`config.mk`:
```
export PLATFORM = sky130hd
export DESIGN_NAME = hbmc_ufifo_rd_sched
export DESIGN_NICKNAME = d
export VERILOG_FILES = /design/src/rtl/hbmc_ufifo_rd_sched.sv
export SDC_FILE = /design/constraint.sdc
export NUM_CORES = 1
export LEC_CHECK = 0
export ABC_CLOCK_PERIOD_IN_PS = 12600
export BUFFER_PORTS_ARGS = -buffer_cell sky130_fd_sc_hd__buf_4
export CAP_MARGIN = 20
export CORE_UTILIZATION = 55
export CTS_BUF_LIST = sky130_fd_sc_hd__clkbuf_16
export CTS_CLUSTER_DIAMETER = 50
export DETAILED_ROUTE_END_ITERATION = 12
export GPL_TIMING_DRIVEN = 0
export PLACE_DENSITY_LB_ADDON = 0.2
export SLEW_MARGIN = 0
export SYNTH_ARGS = -nofsm -noshare
export SYNTH_HDL_FRONTEND = slang
export SYNTH_SLANG_ARGS = --single-unit
```
`constraint.sdc`:
```
create_clock -name clk -period 12.6 [get_ports clk]
set_input_delay 0.63 -clock clk [delete_from_list [all_inputs] [get_ports clk]]
set_output_delay 0.63 -clock clk [all_outputs]
set_load 0.005 [all_outputs]
```
`src/rtl/hbmc_ufifo_rd_sched.sv`:
```
// Read-side scheduler for the upstream data FIFO: credit-gated read command issue and AXI-R style drain.
// Optional HBMC_UFIFO_LAST_CHECK_EN flags beats whose FIFO last flag disagrees with the descriptor count.
module hbmc_ufifo_rd_sched #(
  parameter int unsigned DATA_WIDTH = 32,
  parameter int unsigned FIFO_DEPTH = 512,
  parameter int unsigned MAX_OUTST  = 4,
  parameter int unsigned ID_WIDTH   = 4
) (
  input  logic                  clk,
  input  logic                  rst,
  input  logic                  req_valid,
  output logic                  req_ready,
  input  logic [7:0]            req_len,
  input  logic [ID_WIDTH-1:0]   req_id,
  output logic                  cmd_valid,
  input  logic                  cmd_ready,
  output logic [10:0]           cmd_words,
  input  logic [DATA_WIDTH-1:0] fifo_rd_dout,
  input  logic                  fifo_rd_last,
  input  logic                  fifo_rd_empty,
  output logic                  fifo_rd_ena,
  output logic                  r_valid,
  input  logic                  r_ready,
  output logic [DATA_WIDTH-1:0] r_data,
  output logic [ID_WIDTH-1:0]   r_id,
  output logic                  r_last,
  output logic                  r_err,
  output logic                  busy
);
  localparam int unsigned CRED_W = 10;
  localparam int unsigned PTR_W  = $clog2(MAX_OUTST);
  localparam int unsigned CNT_W  = PTR_W + 1;
  localparam int unsigned WPB    = DATA_WIDTH / 16;

  typedef struct packed {
    logic [7:0]          len;
    logic [ID_WIDTH-1:0] id;
  } desc_t;

  typedef enum logic {S_IDLE, S_CMD} state_t;

  state_t            state, state_nxt;
  logic [CRED_W-1:0] credit;
  logic [CRED_W-1:0] len_p1;
  desc_t             q_mem [MAX_OUTST];
  desc_t             head;
  logic [PTR_W-1:0]  q_wr, q_rd;
  logic [CNT_W-1:0]  q_cnt;
  logic [7:0]        beat;
  logic              q_empty, q_full, credit_ok, accept, hs, pop;

  assign len_p1    = CRED_W'(req_len) + CRED_W'(1);
  assign credit_ok = credit >= len_p1;
  assign q_empty   = (q_cnt == '0);
  assign q_full    = (q_cnt == CNT_W'(MAX_OUTST));
  assign head      = q_mem[q_rd];
  assign accept    = req_valid && req_ready;

  // Request FSM: one command per accepted burst, space already reserved in credit.
  always_comb begin
    state_nxt = state;
    req_ready = 1'b0;
    cmd_valid = 1'b0;
    case (state)
      S_IDLE: begin
        req_ready = !rst && credit_ok && !q_full;
        if (req_valid && req_ready) state_nxt = S_CMD;
      end
      S_CMD: begin
        cmd_valid = 1'b1;
        if (cmd_ready) state_nxt = S_IDLE;
      end
      default: state_nxt = S_IDLE;
    endcase
  end

  always_ff @(posedge clk) begin
    if (rst) state <= S_IDLE;
    else     state <= state_nxt;
  end

  always_ff @(posedge clk) begin
    if (rst) begin
      cmd_words <= '0;
      credit    <= CRED_W'(FIFO_DEPTH);
    end else begin
      if (accept) cmd_words <= 11'((32'(req_len) + 32'd1) * WPB);
      credit <= credit + CRED_W'(hs) - (accept ? len_p1 : CRED_W'(0));
    end
  end

  // Descriptor queue; a new entry becomes the head one cycle after its push at the earliest.
  always_ff @(posedge clk) begin
    if (accept) q_mem[q_wr] <= {req_len, req_id};
  end

  always_ff @(posedge clk) begin
    if (rst) begin
      q_wr  <= '0;
      q_rd  <= '0;
      q_cnt <= '0;
      beat  <= '0;
    end else begin
      if (accept) q_wr <= q_wr + PTR_W'(1);
      if (pop)    q_rd <= q_rd + PTR_W'(1);
      q_cnt <= q_cnt + CNT_W'(accept) - CNT_W'(pop);
      if (hs) beat <= r_last ? 8'd0 : beat + 8'd1;
    end
  end

  assign r_valid     = !rst && !q_empty && !fifo_rd_empty;
  assign hs          = r_valid && r_ready;
  assign fifo_rd_ena = hs;
  assign r_data      = fifo_rd_dout;
  assign r_id        = head.id;
  assign r_last      = !q_empty && (beat == head.len);
  assign pop         = hs && r_last;
  assign busy        = (state != S_IDLE) || !q_empty;

`ifdef HBMC_UFIFO_LAST_CHECK_EN
  logic err_q, mism;

  // Beat count stays authoritative; the flag only raises a sticky error.
  assign mism  = hs && (fifo_rd_last != r_last);
  assign r_err = err_q || mism;

  always_ff @(posedge clk) begin
    if (rst)       err_q <= 1'b0;
    else if (mism) err_q <= 1'b1;
  end
`else
  logic unused_last;

  assign unused_last = fifo_rd_last;
  assign r_err       = 1'b0;
`endif

endmodule

```
==> results.tsv <==
metric	value	unit
Peak VDD IR	0.000101	V
setup_tns	0	ps
Mapped Avg Cell Area	11.6	µm²
first-pass GRT wire length	14.6	mm
Max Cap Viol	0	
final hold viol count	0	
Die ar.	8590	µm²
final-report setup violation count	0	
commonest register cell after synthesis	edfxtp_1	
TritonCTS Sinks	85	
Vias/cell	5.46	
TritonCTS clock tree	done	
clk_skew	4.15	ps
post-DP HPWL	6.75	mm
DRT iter0 DRCs	173	
IO buf count	68	
CTS Root Cell	clkbuf_16	
Final Critical Period	5650	ps
Hold-fix buffers, CTS	0	
area leader, netlist	edfxtp_1	
CP required	12830	ps
nets@finish	558	
EDFF count, synth	48	
share of cells above drive strength 1	0.286	
first drt pass iteration count	4	
fmax	177	MHz
width of the die	92.7	µm
Worst Setup End Kind	flip-flop	
fin util	0.698	
Antenna Cells	0	
Antenna Nets Post-Route	0	
Row Count	32	
post-synthesis cell area	4520	µm²
synth top area cells	edfxtp_1 (32%), dfxtp_1 (16%), ha_1 (9.7%)	
slowest cell on the critical path	a2111oi_0	
CTS Buf Count	9	
Residual DRC	0	
core box area	7850	µm²
#FFs+latches synth	85	
RSZ-0062 raised after global routing	false	
delay-heaviest family, CP	compound AO/OA/AOI/OAI gates	
GRT Util Overall	0.227	
yosys warns	0	
Post-CTS Resized	0	
IO Count	105	
Initial Util	0.576	
initial antenna violation count	0	
post-synthesis sequential area ratio	0.483	
Cells after Synth	389	
DR vias	3150	
P&R area growth vs syn	21.2	%
die height	92.7	µm
CP bufs+invs	1	
post-synth top area share	0.319	
library cells used by synthesis	52	
Setup crit start kind	primary input	
worst reg2reg setup slack	7660	ps
period utilization	0.449	
most common cell in the synthesized netlist	edfxtp_1	
Rel. slew slack	0.160	
Lkg Pwr	2.21	nW
most frequent CP cell	ha_1	
Hold Path Class	flip-flop to flip-flop	
CP Cell Sequence	buf_4 > nand3_1 > nor2_1 > nand4_1 > xor2_1 > ha_1 > o21a_1 > o21ai_0 > a2111oi_0 > nand2_1 > or3_1 > ha_1 > ha_1 > nor2b_1 > o21ai_0 > a21boi_0 > o21a_1 > o41ai_1 > mux2_2	
top post-synthesis cells by count	edfxtp_1 (48), dfxtp_1 (37), buf_4 (35), ha_1 (35), xnor2_1 (19)	
GRT overflow	0	
Clock Latency Late Sink	340	ps
Routed WL per cell	15.6	µm
Worst-Margin Slew	1230	ps
status	finished clean	
Worst-path clk slew	60	ps
critical path fanouts, max	8	
CTS max path bufs	2	
Setup CP Type	primary input to flip-flop	
Crit path largest cell delay	1070	ps
routability congestion estimate	0.806	
Slew Limit Fails	0	
vias in the first global route	3115	
largest net degree at the start of global routing	18	
Setup Fix Bufs, Post-CTS	0	
Power per Cell Area	166	nW/µm²
total wire length	9.03	mm
Synth async-reset ratio	0	
htree depth	3	
Worst EP arrival	5890	ps
## registers in the layout, summed over array words and instances, names as in the netlist, named ones only
register and flops:
q_cnt 3, q_rd 2, credit 10, cmd_words 9, q_mem 48, beat 8, q_wr 2, state 1
## cell usage in the layout (no fill, tap or decap), drive strengths merged, types with 10 or more instances in the layout
cell	n
xnor2	19
dfxtp	37
nand2	10
xor2	10
edfxtp	48
a21oi	16
nor3	16
nor2	16
o21ai	18
inv	21
buf	108
clkbuf	16
ha	35
mux2i	14
## worst register-to-register path, stage by stage, from the launching register on
cell and delay (ps):
dfxtp_1 330, ha_1 300, o21a_1 130, o21ai_0 70
a2111oi_0 1070, nand2_1 420, or3_1 480, ha_1 290
ha_1 320, nor2b_1 150, o21ai_0 190, a21boi_0 160
o21a_1 230, o41ai_1 320, mux2_2 380
## power breakdown
group          switching (mW)  total (mW)  internal (mW)
Combinational           0.150       0.294          0.143
Clock                   0.119       0.277          0.159
Sequential             0.0151       0.339          0.323
## final timing paths
path | from | end | cells past startpoint
max | req_len[2] | credit[8] | 19
min | cmd_words[5] | cmd_words[5] | 2
max reg2reg | credit[7] | credit[8] | 14
min reg2reg | cmd_words[5] | cmd_words[5] | 2
## routing by layer
layer | part of all wire | wire length [µm] | track usage | vias to the layer above
met3 | 0.073 | 659 | 0.0534 | 14
met4 | 0.013 | 117 | 0.0641 | 0
met5 | 0 | 0 | 0 | -
met2 | 0.47 | 4280 | 0.383 | 125
li1 | - | - | - | 1538
met1 | 0.44 | 3970 | 0.291 | 1473
## through the flow
step / hold slack [ps] / setup slack (ps) / std cells / instance area, µm² / total power [mW]
global route: 470 / 6700 / 577 / 5480 / 0.967
floorplan: 470 / 7970 / 391 / 4530 / 0.555
CTS: 477 / 7090 / 577 / 5480 / 0.914
detailed placement: 468 / 6760 / 561 / 5170 / 0.638
global placement: 463 / 6800 / 561 / 5170 / 0.625
finish: 477 / 6950 / 577 / 5480 / 0.909
## cell type report
type                            count  area [µm²]
Timing Repair Buffer               68         510
Tap cell                          102         128
Clock inverter                      7        86.3
Buffer                             48         349
Inverter                           16        60.1
Clock buffer                        9         225
Fill cell                         566        2370
Multi-Input combinational cell    242        1940
Sequential cell                    85        2180
## logic make-up (layout without fill, tap and decap cells)
| kind of cell | Yosys count | after routing | share of synthesized area |
|---|---|---|---|
| AO/OA/AOI/OAI | 57 | 57 | 0.0767 |
| XOR/XNOR | 29 | 29 | 0.0562 |
| adder cells (fa/ha/maj) | 37 | 37 | 0.106 |
| buffers and inverters | 64 | 148 | 0.0905 |
| flip-flops | 85 | 85 | 0.483 |
| multiplexers | 23 | 23 | 0.0709 |
| other | 1 | 3 | 0.000830 |
| AND/OR/NAND/NOR | 93 | 93 | 0.117 |
(Power assumes the default switching activity.)
